$ cat config.mk
export PLATFORM = sky130hd
export DESIGN_NAME = flip_patch_ctrl
export DESIGN_NICKNAME = d
export VERILOG_FILES = /design/src/rtl/flip_patch_ctrl.sv
export SDC_FILE = /design/constraint.sdc
export NUM_CORES = 1
export LEC_CHECK = 0
export CAP_MARGIN = 0
export CORE_MARGIN = 2
export CORE_UTILIZATION = 42
export DETAILED_ROUTE_END_ITERATION = 10
export MAX_ROUTING_LAYER = met4
export PLACE_DENSITY = 0.74
export SETUP_SLACK_MARGIN = 0.4
export SYNTH_ARGS = -nofsm -noshare
export SYNTH_HDL_FRONTEND = slang
export SYNTH_SLANG_ARGS = --single-unit
$ cat constraint.sdc
create_clock -name clk -period 10.5 [get_ports clk]
set_clock_uncertainty 0.1 [all_clocks]
set_input_delay 2.625 -clock clk [delete_from_list [all_inputs] [get_ports clk]]
set_output_delay 2.625 -clock clk [all_outputs]
set_load 0.01 [all_outputs]
$ cat src/rtl/flip_patch_ctrl.sv
// Fault-map consumer: scans the 2-bit per-word classification once, then serves
// user accesses with flipped storage for flip-class words and spare registers for patch-class words.
module flip_patch_ctrl #(
    parameter int N_WORDS  = 64,
    parameter int DATA_W   = 16,
    parameter int ADDR_W   = $clog2(N_WORDS),
    parameter int N_SPARES = 4
) (
    input  logic                          clk,
    input  logic                          reset,
    input  logic                          start,
    output logic [ADDR_W-1:0]             err_addr,
    input  logic [1:0]                    err_data,
    output logic                          map_done,
    input  logic                          req_valid,
    output logic                          req_ready,
    input  logic                          req_we,
    input  logic [ADDR_W-1:0]             req_addr,
    input  logic [DATA_W-1:0]             req_wdata,
    output logic                          resp_valid,
    output logic [DATA_W-1:0]             resp_rdata,
    output logic                          resp_err,
    output logic                          mem_write_enable,
    output logic [ADDR_W-1:0]             mem_addr,
    output logic [DATA_W-1:0]             mem_wdata,
    input  logic [DATA_W-1:0]             mem_rdata,
    output logic [$clog2(N_SPARES+1)-1:0] spares_used,
    output logic                          overflow
);
    localparam int SU_W  = $clog2(N_SPARES + 1);
    localparam int SP_IW = (N_SPARES > 1) ? $clog2(N_SPARES) : 1;
    localparam logic [SU_W-1:0]   SPARE_MAX = SU_W'(N_SPARES);
    localparam logic [ADDR_W-1:0] LAST_ADDR = ADDR_W'(N_WORDS - 1);

    typedef enum logic [1:0] {S_IDLE, S_SCAN, S_READY, S_ACCESS} state_t;
    state_t state_q, state_d;

    logic [ADDR_W-1:0]   scan_addr;
    logic [N_WORDS-1:0]  flip_map;
    logic [N_WORDS-1:0]  unrep_map;
    logic [N_SPARES-1:0] spare_valid;
    logic [ADDR_W-1:0]   spare_addr [N_SPARES];
    logic [DATA_W-1:0]   spare_data [N_SPARES];

    logic                lat_we;
    logic [ADDR_W-1:0]   lat_addr;
    logic [DATA_W-1:0]   lat_wdata;

    logic                hit;
    logic [SP_IW-1:0]    hit_idx;
    logic                in_access;
    logic [DATA_W-1:0]   rd_data;

    always_ff @(posedge clk or posedge reset) begin
        if (reset) state_q <= S_IDLE;
        else       state_q <= state_d;
    end

    always_comb begin
        state_d = state_q;
        case (state_q)
            S_IDLE:   if (start) state_d = S_SCAN;
            S_SCAN:   if (scan_addr == LAST_ADDR) state_d = S_READY;
            S_READY:  if (req_valid) state_d = S_ACCESS;
            S_ACCESS: state_d = S_READY;
            default:  state_d = S_IDLE;
        endcase
    end

    always_comb begin
        hit     = 1'b0;
        hit_idx = '0;
        for (int unsigned i = 0; i < N_SPARES; i++) begin
            if (spare_valid[i] && (spare_addr[i] == lat_addr)) begin
                hit     = 1'b1;
                hit_idx = SP_IW'(i);
            end
        end
    end

    // Unrepairable words go straight to RAM: they never carry a flip bit or a spare.
    always_comb begin
        in_access        = (state_q == S_ACCESS);
        err_addr         = (state_q == S_SCAN) ? scan_addr : '0;
        req_ready        = (state_q == S_READY);
        mem_addr         = in_access ? lat_addr : '0;
        mem_write_enable = in_access && lat_we && !hit;
        mem_wdata        = '0;
        if (mem_write_enable)
            mem_wdata = flip_map[lat_addr] ? ~lat_wdata : lat_wdata;
        if (hit)
            rd_data = spare_data[hit_idx];
        else if (flip_map[lat_addr])
            rd_data = ~mem_rdata;
        else
            rd_data = mem_rdata;
    end

    always_ff @(posedge clk or posedge reset) begin
        if (reset) begin
            scan_addr   <= '0;
            flip_map    <= '0;
            unrep_map   <= '0;
            spare_valid <= '0;
            spares_used <= '0;
            overflow    <= 1'b0;
            map_done    <= 1'b0;
            lat_we      <= 1'b0;
            lat_addr    <= '0;
            lat_wdata   <= '0;
            resp_valid  <= 1'b0;
            resp_rdata  <= '0;
            resp_err    <= 1'b0;
            for (int unsigned i = 0; i < N_SPARES; i++) begin
                spare_addr[i] <= '0;
                spare_data[i] <= '0;
            end
        end else begin
            resp_valid <= (state_q == S_ACCESS);
            case (state_q)
                S_SCAN: begin
                    if (err_data == 2'b01) begin
                        flip_map[scan_addr] <= 1'b1;
                    end else if (err_data[1]) begin
                        if (spares_used < SPARE_MAX) begin
                            spare_valid[spares_used[SP_IW-1:0]] <= 1'b1;
                            spare_addr[spares_used[SP_IW-1:0]]  <= scan_addr;
                            spare_data[spares_used[SP_IW-1:0]]  <= '0;
                            spares_used <= spares_used + 1'b1;
                        end else begin
                            unrep_map[scan_addr] <= 1'b1;
                            overflow             <= 1'b1;
                        end
                    end
                    if (scan_addr == LAST_ADDR) begin
                        scan_addr <= '0;
                        map_done  <= 1'b1;
                    end else begin
                        scan_addr <= scan_addr + 1'b1;
                    end
                end
                S_READY: begin
                    if (req_valid) begin
                        lat_we    <= req_we;
                        lat_addr  <= req_addr;
                        lat_wdata <= req_wdata;
                    end
                end
                S_ACCESS: begin
                    resp_rdata <= lat_we ? '0 : rd_data;
                    resp_err   <= unrep_map[lat_addr];
                    if (lat_we && hit)
                        spare_data[hit_idx] <= lat_wdata;
                end
                default: ;
            endcase
        end
    end
endmodule

==> run_results.csv <==
group,metric,value,unit
outcome,outcome,"complete, no violations",
clock_tree,numCtsBuffers,29,
yosys,synth.most_common_cell,"dfrtp_1",
power,internal_power,2063,uW
timing,slew_violations,0,
setup_path,r2r_cells,9,
setup_path,worstSetupPathType,"register to output pin",
yosys,synth_warnings,0,
setup_path,crit_chain,"xor2_1 -> or4_1 -> nor4b_2 -> nand3_1 -> nor2_1 -> clkdlybuf4s50_1",
detailed_routing,dr.pass1.iters,5,
finish,final_util,0.5069,
yosys,ys_top_cells_by_count,"dfrtp_1, nand2_1, o21bai_1",
setup_path,worstPathMaxFanout,22,
yosys,ys_seq_area_frac,0.5622,
yosys,synth_nets,1049,
power,total_power,2802,uW
detailed_routing,wl_met1,13130,microns
yosys,async_reset_ff_frac,1.000,
timing,min_period,6.967,ns
finish,n_fill_cell,2472,
placed_design,place_congestion,0.8003,
finish,nets,1125,
placed_design,io_buffers,97,
clock_tree,clock-root-buffer,"clkbuf_16",
floorplanning,coreArea,0.02863,sq mm
placed_design,dpl.hpwl,19370,microns
detailed_routing,routed_wirelength,30490,microns
setup_path,r2r_end,"spare_data[45]$_DFFE_PP0P_",
detailed_routing,vias_per_cell,5.678,
yosys,yosysTopAreaCell,"dfrtp_1",
floorplanning,die_w,174.4,microns
timing,holdWs,0.3499,ns
yosys,synth_area_leaders,"dfrtp_1, mux4_2, o21bai_1, a21o_1, mux2_2",
clock_tree,cts_hold_buf,0,
min_path,min-delay-start,"unrep_map[5]$_DFFE_PP0P_",
setup_path,critical-path-top-delay-family,"simple AND/OR/NAND/NOR gates",
clock_tree,postCtsSetupBuffers,0,
setup_path,start_kind,"register",
timing,relSlewSlack,0.1805,
power,p_comb_frac,0.148,
yosys,syn_area,0.01220,sq mm
timing,clock.fmax,143.5,MHz
setup_path,crit_required,7.78,ns
detailed_routing,drc,0,
global_routing,antenna_found_initial,0,
clock_tree,path_clk_slew,0.07,ns
clock_tree,cts.sink_count,274,
timing,setup_ws,3.533,ns
yosys,synth_cells,999,
finish,drive_gt1_frac,0.1439,
setup_path,path_buf_inv,1,
setup_path,critPathMaxStageDelay,0.71,ns
setup_path,slowest_stage,"dfrtp_1",
detailed_routing,drt_iter0_drc,722,
yosys,yosysTopAreaCellShare,0.5622,
yosys,synth_cell_type_count,51,
global_routing,grt_first_pass_wirelength,49470,microns
detailed_routing,drt-wirelength-per-cell,20.58,microns
clock_tree,cts-resized-gates,0,
power,p_seq_frac,0.466,
finish,antenna_cells,0,
yosys,synth_area_per_cell,12.21,sq um
global_routing,grt_max_degree,198,
floorplanning,die_area,0.03042,sq mm
timing,worstMarginPinSlew,1.228,ns
floorplanning,ios,98,
yosys,synthFlopType,"dfrtp_1",
clock_tree,htree_levels,1,
power,power_density,193.1,mW/mm^2
timing,hold_viol_final,0,
timing,rsz0062_at_grt,"false",
timing,setup-tns-final,0,ns
power,clockPowerShare,0.386,
detailed_routing,routed.top_layer,"met4",
global_routing,grt_pass1_vias,8659,
floorplanning,row_count,62,
placed_design,post-place-ws,4.183,ns
power,ir_drop,0.1214,mV
timing,setup_viol,0,
timing,fin_crit_sh,0.6636,
detailed_routing,ant_nets,0,
clock_tree,clk_latency,0.55,ns
yosys,synth_seq_cells,274,
detailed_routing,via_count,8415,
detailed_routing,dr_wl_met2,14450,microns
run,maxCapViolCount,0,
min_path,hold_end,"unrep_map[5]$_DFFE_PP0P_",
global_routing,grt_usage,0.2106,
power,p_sw,738.3,uW
setup_path,arrival,4.24,ns
power,p_leak,0.006610,uW
detailed_routing,wl_met3,2048,microns
setup_path,r2r_start,"lat_addr[0]$_DFFE_PP0P_",
setup_path,end_kind,"output pin",
min_path,holdPathStages,1,
floorplanning,initial_core_util,0.4260,
floorplanning,dieHeight,174.4,microns
min_path,hold_class,"register to register",
setup_path,reg2reg_slack,6.00,ns
clock_tree,ctsLongestPathBuffers,3,
power,switching_share,0.2635,
global_routing,grt-ovfl-total,0,
yosys,synth-edff-count,0,
finish,syn_to_final_growth,18.98,%
clock_tree,cts_tree,"done",
-- flip-flops by register name, summed over array words and instances, names as in the netlist --
| signal | cells |
|---|---|
| state_q | 2 |
| lat_wdata | 16 |
| spare_addr | 24 |
| spare_valid | 4 |
| flip_map | 64 |
| spare_data | 64 |
| lat_addr | 6 |
| spares_used | 3 |
| lat_we | 1 |
| resp_err | 1 |
| resp_valid | 1 |
| resp_rdata | 16 |
| unrep_map | 64 |
| scan_addr | 6 |
| map_done | 1 |
| overflow | 1 |
-- layer usage --
metal,up-vias,GRT usage
met5,-,-
met4,0,0.05882
met3,66,0.03368
met2,313,0.3327
met1,4278,0.2839
li1,3758,-
-- cells by family (layout without fill, tap and decap cells) --
group           count (synthesis)  count (layout)  share of synthesized area
flops                         274             274                     0.5622
buf+inv                        75             174                    0.02760
mux                            83              83                     0.1093
xor+xnor                       59              59                    0.04237
compound gates                279             279                     0.1677
fa+ha+maj                       5               5                   0.005130
simple gates                  224             224                    0.08567
-- layout make-up --
type	instances	area, sq um	share of cell area
timing repair buffer	111	1089	0.07502
multi-input combinational	650	5017	0.3458
inverter	9	37.54	0.002587
tap	384	480.5	0.03311
clock buffer	39	833.3	0.05743
sequential	274	6859	0.4727
clock inverter	15	193.9	0.01337
-- worst register-to-register path: stages, from the launching register on --
cell and delay [ns]:
dfrtp_2 0.36, buf_4 0.50, xnor2_1 0.17, nand4_1 0.15
or4_1 0.75, nand3_1 0.83, nor3_2 1.03, buf_4 0.35
nand2_1 0.08, o21ai_0 0.08
-- how the worst max path moves through the flow --
stage / start / cells after the start / to / slack [ns]
6_report: lat_addr[5]$_DFFE_PP0P_ / 6 / mem_wdata[0] / 3.53
5_1_grt: lat_addr[5]$_DFFE_PP0P_ / 6 / mem_wdata[0] / 3.27
2_1_floorplan: reset / 1 / flip_map[0]$_DFFE_PP0P_ / 4.15
3_5_place_dp: lat_addr[3]$_DFFE_PP0P_ / 6 / mem_wdata[2] / 4.18
3_3_place_gp: lat_addr[3]$_DFFE_PP0P_ / 6 / mem_wdata[15] / 4.31
4_1_cts: lat_addr[5]$_DFFE_PP0P_ / 6 / mem_wdata[0] / 3.59
-- power groups by stage --
stage	Clock [uW]	Sequential, uW	Combinational [uW]
after floorplan	0	1300	311
after global placement	0	1320	398
after detailed placement	0	1320	415
after CTS	1100	1310	418
after global routing	1150	1330	462
final	1080	1310	414
-- metrics by stage --
step                      area (sq um)  instances
after floorplan                  12200        999
after global placement           13480       1428
after detailed placement         13480       1428
after CTS                        14510       1482
after global routing             14510       1482
final                            14510       1482
-- cells in the final DEF, fill, tap and decap left out, types with 7 or more instances in the layout --
| cell type | n |
|---|---|
| a211oi_1 | 18 |
| a21o_1 | 64 |
| a221o_1 | 16 |
| a22o_1 | 32 |
| and2_1 | 8 |
| buf_4 | 13 |
| clkbuf_16 | 29 |
| clkbuf_8 | 7 |
| clkdlybuf4s50_1 | 97 |
| dfrtp_1 | 272 |
| mux2_2 | 41 |
| mux4_2 | 36 |
| nand2_1 | 112 |
| nand2b_1 | 10 |
| nor2_1 | 45 |
| o21ai_0 | 27 |
| o21ai_1 | 21 |
| o21bai_1 | 66 |
| o221ai_1 | 9 |
| o22ai_1 | 13 |
| xnor2_1 | 31 |
| xor2_1 | 28 |
Power figures use the tool's default switching activity.
